--- src/rtl/pdm_decimator.sv ---
// 3rd-order CIC decimator: turns a 1-bit PDM stream into signed OUT_W-bit PCM.
// Modular integrators, decimation counter, registered comb pipeline, saturating output.
module pdm_decimator #(
    parameter int unsigned DECIM_LOG2 = 5,
    parameter int unsigned OUT_W      = 10,
    parameter bit          INVERT     = 1'b0
) (
    input  logic             clk,
    input  logic             reset,
    input  logic             bit_en,
    input  logic             din,
    output logic [OUT_W-1:0] sample,
    output logic             sample_valid,
    output logic             sample_clip
);

    localparam int unsigned ACC_W = 3 * DECIM_LOG2 + 2;
    localparam int unsigned Y_W   = ACC_W + OUT_W;
    localparam int unsigned SHR   = (3 * DECIM_LOG2 >= OUT_W - 1) ? 3 * DECIM_LOG2 - (OUT_W - 1) : 0;
    localparam int unsigned SHL   = (3 * DECIM_LOG2 >= OUT_W - 1) ? 0 : (OUT_W - 1) - 3 * DECIM_LOG2;

    localparam logic signed [Y_W-1:0] Y_MAX = Y_W'((64'd1 << (OUT_W - 1)) - 64'd1);
    localparam logic signed [Y_W-1:0] Y_MIN = ~Y_MAX;

    logic [DECIM_LOG2-1:0] cnt_q, cnt_d;
    logic [ACC_W-1:0]      i1_q, i1_d, i2_q, i2_d, i3_q, i3_d;
    logic [ACC_W-1:0]      c1_q, c1_d, c2_q, c2_d;
    logic [ACC_W-1:0]      d1_q, d1_d, d2_q, d2_d, d3_q, d3_d;
    logic                  stb_q, stb_d, v1_q, v1_d, v2_q, v2_d;
    logic [1:0]            warm_q, warm_d;
    logic [OUT_W-1:0]      sample_q, sample_d;
    logic                  valid_q, valid_d, clip_q, clip_d;

    logic [ACC_W-1:0]      x;
    logic [ACC_W-1:0]      c3;
    logic signed [Y_W-1:0] c3_ext;
    logic signed [Y_W-1:0] y;

    always_comb begin
        cnt_d    = cnt_q;
        i1_d     = i1_q;
        i2_d     = i2_q;
        i3_d     = i3_q;
        c1_d     = c1_q;
        c2_d     = c2_q;
        d1_d     = d1_q;
        d2_d     = d2_q;
        d3_d     = d3_q;
        warm_d   = warm_q;
        sample_d = sample_q;
        valid_d  = 1'b0;
        clip_d   = 1'b0;

        x = (din ^ INVERT) ? ACC_W'(1) : {ACC_W{1'b1}};

        // Integrators chain within the cycle so I3 already includes the current bit
        if (bit_en) begin
            i1_d  = i1_q + x;
            i2_d  = i2_q + i1_d;
            i3_d  = i3_q + i2_d;
            cnt_d = cnt_q + DECIM_LOG2'(1);
        end
        stb_d = bit_en && (cnt_q == {DECIM_LOG2{1'b1}});

        v1_d = stb_q;
        if (stb_q) begin
            c1_d = i3_q - d1_q;
            d1_d = i3_q;
        end

        v2_d = v1_q;
        if (v1_q) begin
            c2_d = c1_q - d2_q;
            d2_d = c1_q;
        end

        // Last comb stage feeds the output register directly
        c3     = c2_q - d3_q;
        c3_ext = {{OUT_W{c3[ACC_W-1]}}, c3};
        y      = (c3_ext >>> SHR) <<< SHL;

        if (v2_q) begin
            d3_d = c2_q;
            if (warm_q == 2'd3) begin
                valid_d = 1'b1;
                if (y > Y_MAX) begin
                    sample_d = {1'b0, {(OUT_W - 1){1'b1}}};
                    clip_d   = 1'b1;
                end else if (y < Y_MIN) begin
                    sample_d = {1'b1, {(OUT_W - 1){1'b0}}};
                    clip_d   = 1'b1;
                end else begin
                    sample_d = y[OUT_W-1:0];
                end
            end else begin
                warm_d = warm_q + 2'd1;
            end
        end
    end

    always_ff @(posedge clk) begin
        if (reset) begin
            cnt_q    <= '0;
            i1_q     <= '0;
            i2_q     <= '0;
            i3_q     <= '0;
            c1_q     <= '0;
            c2_q     <= '0;
            d1_q     <= '0;
            d2_q     <= '0;
            d3_q     <= '0;
            stb_q    <= 1'b0;
            v1_q     <= 1'b0;
            v2_q     <= 1'b0;
            warm_q   <= '0;
            sample_q <= '0;
            valid_q  <= 1'b0;
            clip_q   <= 1'b0;
        end else begin
            cnt_q    <= cnt_d;
            i1_q     <= i1_d;
            i2_q     <= i2_d;
            i3_q     <= i3_d;
            c1_q     <= c1_d;
            c2_q     <= c2_d;
            d1_q     <= d1_d;
            d2_q     <= d2_d;
            d3_q     <= d3_d;
            stb_q    <= stb_d;
            v1_q     <= v1_d;
            v2_q     <= v2_d;
            warm_q   <= warm_d;
            sample_q <= sample_d;
            valid_q  <= valid_d;
            clip_q   <= clip_d;
        end
    end

    assign sample       = sample_q;
    assign sample_valid = valid_q;
    assign sample_clip  = clip_q;

endmodule

--- config.mk ---
export PLATFORM = sky130hd
export DESIGN_NAME = pdm_decimator
export DESIGN_NICKNAME = d
export VERILOG_FILES = /design/src/rtl/pdm_decimator.sv
export SDC_FILE = /design/constraint.sdc
export NUM_CORES = 1
export LEC_CHECK = 0
export BUFFER_PORTS_ARGS = -buffer_cell sky130_fd_sc_hd__buf_4
export CAP_MARGIN = 40
export CELL_PAD_IN_SITES_DETAIL_PLACEMENT = 0
export CELL_PAD_IN_SITES_GLOBAL_PLACEMENT = 1
export CORE_ASPECT_RATIO = 1.75
export CORE_MARGIN = 2
export CORE_UTILIZATION = 45
export DETAILED_ROUTE_END_ITERATION = 10
export GPL_TIMING_DRIVEN = 0
export MAX_ROUTING_LAYER = met4
export PLACE_DENSITY_LB_ADDON = 0.1
export SETUP_SLACK_MARGIN = 0.3
export SLEW_MARGIN = 25
export SYNTH_ARGS = -nofsm -noshare
export SYNTH_HDL_FRONTEND = slang
export SYNTH_SLANG_ARGS = --single-unit
--- constraint.sdc ---
create_clock -name clk -period 6.1 [get_ports clk]
set_input_delay 0.61 -clock clk [delete_from_list [all_inputs] [get_ports clk]]
set_output_delay 0.61 -clock clk [all_outputs]
set_load 0.1 [all_outputs]
==> Implementation_results.wiki <==
{| class="wikitable"
! Metric !! Value
|-
| PwrDens || 426.3 nW/um^2
|-
| Fin Hold WS || 0.3658 ns
|-
| Per-instance average area after synthesis || 8.624 sq um
|-
| Prevailing post-synth register cell || sky130_fd_sc_hd__dfxtp_1
|-
| Total standard cell area after synthesis || 9874 sq um
|-
| Antenna viol nets, final || 0
|-
| Crit path setup slack, layout || 0.5846 ns
|-
| DIE AREA || 23190 sq um
|-
| Fraction of the yosys area taken by sequential cells || 0.3203
|-
| Run status || finished clean
|-
| Number of DRC violations after detailed routing || 0
|-
| Launching element type of the critical path || primary input
|-
| Layout net count || 1297
|-
| GR Overflow Total || 0
|-
| CP delay by family, top || simple AND/OR/NAND/NOR gates
|-
| Pin count of the biggest net entering global routing || 17
|-
| CTS tree || yes
|-
| Detailed router's first-iteration violation count || 213
|-
| Via count of the first global-routing pass || 8109
|-
| Wire length per cell after detailed routing || 16.69 um
|-
| Global-route wire length before repair || 39.90 mm
|-
| Worst-skew pair later-pin latency || 0.43 ns
|-
| Setup TNS || 0 ns
|-
| Leak || 4.465 nW
|-
| Vias per cell || 5.316
|-
| Final wirelength || 24.93 mm
|-
| Number of synthesized register bits || 158
|-
| Worst slew margin relative to its limit || 0.4348
|-
| Initial Util || 0.4593
|-
| Standard-cell row count || 71
|-
| Final Instance Area || 11110 sq um
|-
| Tcrit/Tclk final || 0.9042
|-
| Count of mapped cells out of synthesis || 1145
|-
| Worst clock skew on the final layout || 0.01024 ns
|-
| Total number of vias || 7942
|-
| Critical path endpoint category || flip-flop
|-
| Distinct cell type count after synthesis || 57
|-
| Critical path data arrival time || 5.81 ns
|-
| Met1 WL || 8.747 mm
|-
| Placed inst area || 10390 sq um
|-
| Top layer used by detailed routing || met4
|-
| Transition time at the pin with the least slew margin || 0.8477 ns
|-
| Post-CTS Hold Fix Bufs || 0
|-
| Yosys warning count || 0
|-
| Max Clock Freq || 0.1813 GHz
|-
| Hold violation count in the final report || 0
|-
| Final setup violation count || 0
|-
| HPWL Detailed || 20.17 mm
|-
| IR drop worst, VDD || 0.2157 mV
|-
| Number of top-level pins || 16
|-
| Placer's final routability congestion estimate || 0.8300
|-
| Worst path required time || 6.39 ns
|-
| Critical Path Max Stage Delay || 0.50 ns
|-
| Width of the chip || 116.0 um
|-
| Clock transition at the registers of the reported paths || 0.06 ns
|-
| CTS buffer count || 17
|-
| Number of buffer cells added on primary ports || 15
|-
| Leading cell type in the layout, fill and taps excluded || sky130_fd_sc_hd__nor2_1
|-
| Diodes inserted || 0
|-
| Worst Path Max Fanout || 4
|-
| H-tree levels || 4
|-
| Critical path class || primary input to flip-flop
|-
| Most frequent cells in the layout || sky130_fd_sc_hd__nor2_1, sky130_fd_sc_hd__dfxtp_1, sky130_fd_sc_hd__mux2i_1
|-
| RSZ-0062 raised after global routing || no
|-
| Area growth from synthesis to layout || 12.48%
|-
| Die H || 200.0 um
|-
| Synthesized netlist net count || 1253
|-
| Fraction of final layout cells sized beyond drive strength 1 || 0.06988
|-
| Number of enable-type register cells in the synthesized netlist || 0
|-
| Worst hold-check path type || primary input to flip-flop
|-
| Bufs on Longest Clock Path || 2
|-
| Standard cell with the maximum stage delay on the critical path || sky130_fd_sc_hd__or4b_1
|-
| Wire length on met3 || 320 um
|-
| Total length of routed met2 wires || 14.88 mm
|-
| Number of antenna violations at the first check in global routing || 0
|-
| Final period demand of the worst path || 5.515 ns
|-
| Number of max-slew violations in the final report || 0
|-
| GR Util All Layers || 0.2325
|-
| Clock root buffer || sky130_fd_sc_hd__clkbuf_16
|-
| Filler cell count || 2167
|-
| Area of the placeable core || 21500 sq um
|-
| Number of max-cap violations || 0
|-
| Combined buffer and inverter count along the critical path || 4
|-
| Detailed-router iteration count before antenna repair || 4
|-
| Worst Setup Slack post-DPL || -0.7114 ns
|-
| Clock sink count || 158
|-
| Async set-reset flop share out of synthesis || 0
|-
| Final core utilization || 0.5166
|}
-- power breakdown --
group	switching, mW	internal (mW)
clock network	0.436	0.640
logic	1.34	1.10
registers	0.0870	1.14
total	1.86	2.88
-- metal layers --
layer  vias up  GRT usage
met1      3737     0.1914
met2        64     0.4849
met4         0     0.1102
met3        41    0.03050
li1       4100          -
met5         -          -
-- sequential cells by signal (all words and copies together), names as in the netlist, 5 cells and up --
signal	count
c1_q	17
i2_q	17
cnt_q	5
d2_q	17
d3_q	17
sample	10
i1_q	17
i3_q	17
c2_q	17
d1_q	17
-- per-stage QoR --
stage,power [mW],std cells
6_report,4.735,1494
5_1_grt,5.120,1494
4_1_cts,4.759,1491
3_5_place_dp,3.638,1455
3_3_place_gp,3.602,1452
2_1_floorplan,3.162,1145
-- synthesized netlist by cell type (5+ instances only) --
cell	n	area, sq um
sky130_fd_sc_hd__or3_1	6	37.54
sky130_fd_sc_hd__fa_1	5	100.1
sky130_fd_sc_hd__nand3_1	13	65.06
sky130_fd_sc_hd__mux2i_1	113	1131
sky130_fd_sc_hd__nor2b_1	15	93.84
sky130_fd_sc_hd__and2_1	9	56.30
sky130_fd_sc_hd__o21bai_1	5	37.54
sky130_fd_sc_hd__nand4_1	7	43.79
sky130_fd_sc_hd__a31oi_1	17	106.4
sky130_fd_sc_hd__a211oi_1	21	157.7
sky130_fd_sc_hd__dfxtp_1	158	3163
sky130_fd_sc_hd__o311ai_0	5	43.79
sky130_fd_sc_hd__nand2_1	49	183.9
sky130_fd_sc_hd__o21a_1	14	105.1
sky130_fd_sc_hd__nor3_1	16	80.08
sky130_fd_sc_hd__nor3b_1	5	37.54
sky130_fd_sc_hd__buf_1	12	45.04
sky130_fd_sc_hd__and3_1	8	50.05
sky130_fd_sc_hd__a21oi_1	61	305.3
sky130_fd_sc_hd__nand2b_1	9	56.30
sky130_fd_sc_hd__nor2_1	179	671.9
sky130_fd_sc_hd__xnor2_1	58	508.0
sky130_fd_sc_hd__o22ai_1	6	37.54
sky130_fd_sc_hd__nand4b_1	5	43.79
sky130_fd_sc_hd__o31ai_1	8	60.06
sky130_fd_sc_hd__ha_1	99	1239
sky130_fd_sc_hd__inv_1	77	289.0
sky130_fd_sc_hd__clkbuf_1	31	116.4
sky130_fd_sc_hd__xor2_1	24	210.2
sky130_fd_sc_hd__a21o_1	19	142.6
sky130_fd_sc_hd__o21ai_0	38	190.2
sky130_fd_sc_hd__o211ai_1	8	60.06
-- kinds of logic (layout without fill, tap and decap cells) --
kind of cell	Yosys count	count (layout)	share of synthesized area
AND/OR/NAND/NOR	337	337	0.1570
XOR/XNOR	82	82	0.07273
multiplexers	115	115	0.1168
flip-flops	158	158	0.3203
adder cells (fa/ha/maj)	104	104	0.1356
buffers and inverters	121	178	0.04600
AO/OA/AOI/OAI	228	228	0.1515
-- final cells by class --
| type | instances | area [sq um] | area share |
|---|---|---|---|
| Multi-Input combinational cell | 866 | 6332 | 0.5701 |
| Sequential cell | 158 | 3163 | 0.2848 |
| Clock buffer | 20 | 436.7 | 0.03932 |
| Tap cell | 292 | 365.4 | 0.03289 |
| Inverter | 78 | 296.5 | 0.02670 |
| Timing Repair Buffer | 25 | 206.4 | 0.01859 |
| Buffer | 43 | 161.4 | 0.01453 |
| Clock inverter | 12 | 145.1 | 0.01307 |
-- what timing repair did --
item	in CTS	in global routing
resized for setup	8	11
pin swaps	2	7
endpoints found under the setup margin	2	1
setup buffers	4	1
-- worst paths after layout --
kind,startpoint,slack [ns],cells after the start,end
worst max register to register,i1_q[1],0.71,24,i3_q[16]
worst min register to register,d2_q[4],0.49,2,d2_q[4]
worst min-delay path,reset,0.37,2,v2_q
worst max-delay path,din,0.58,26,i3_q[16]
(Power assumes the default switching activity.)
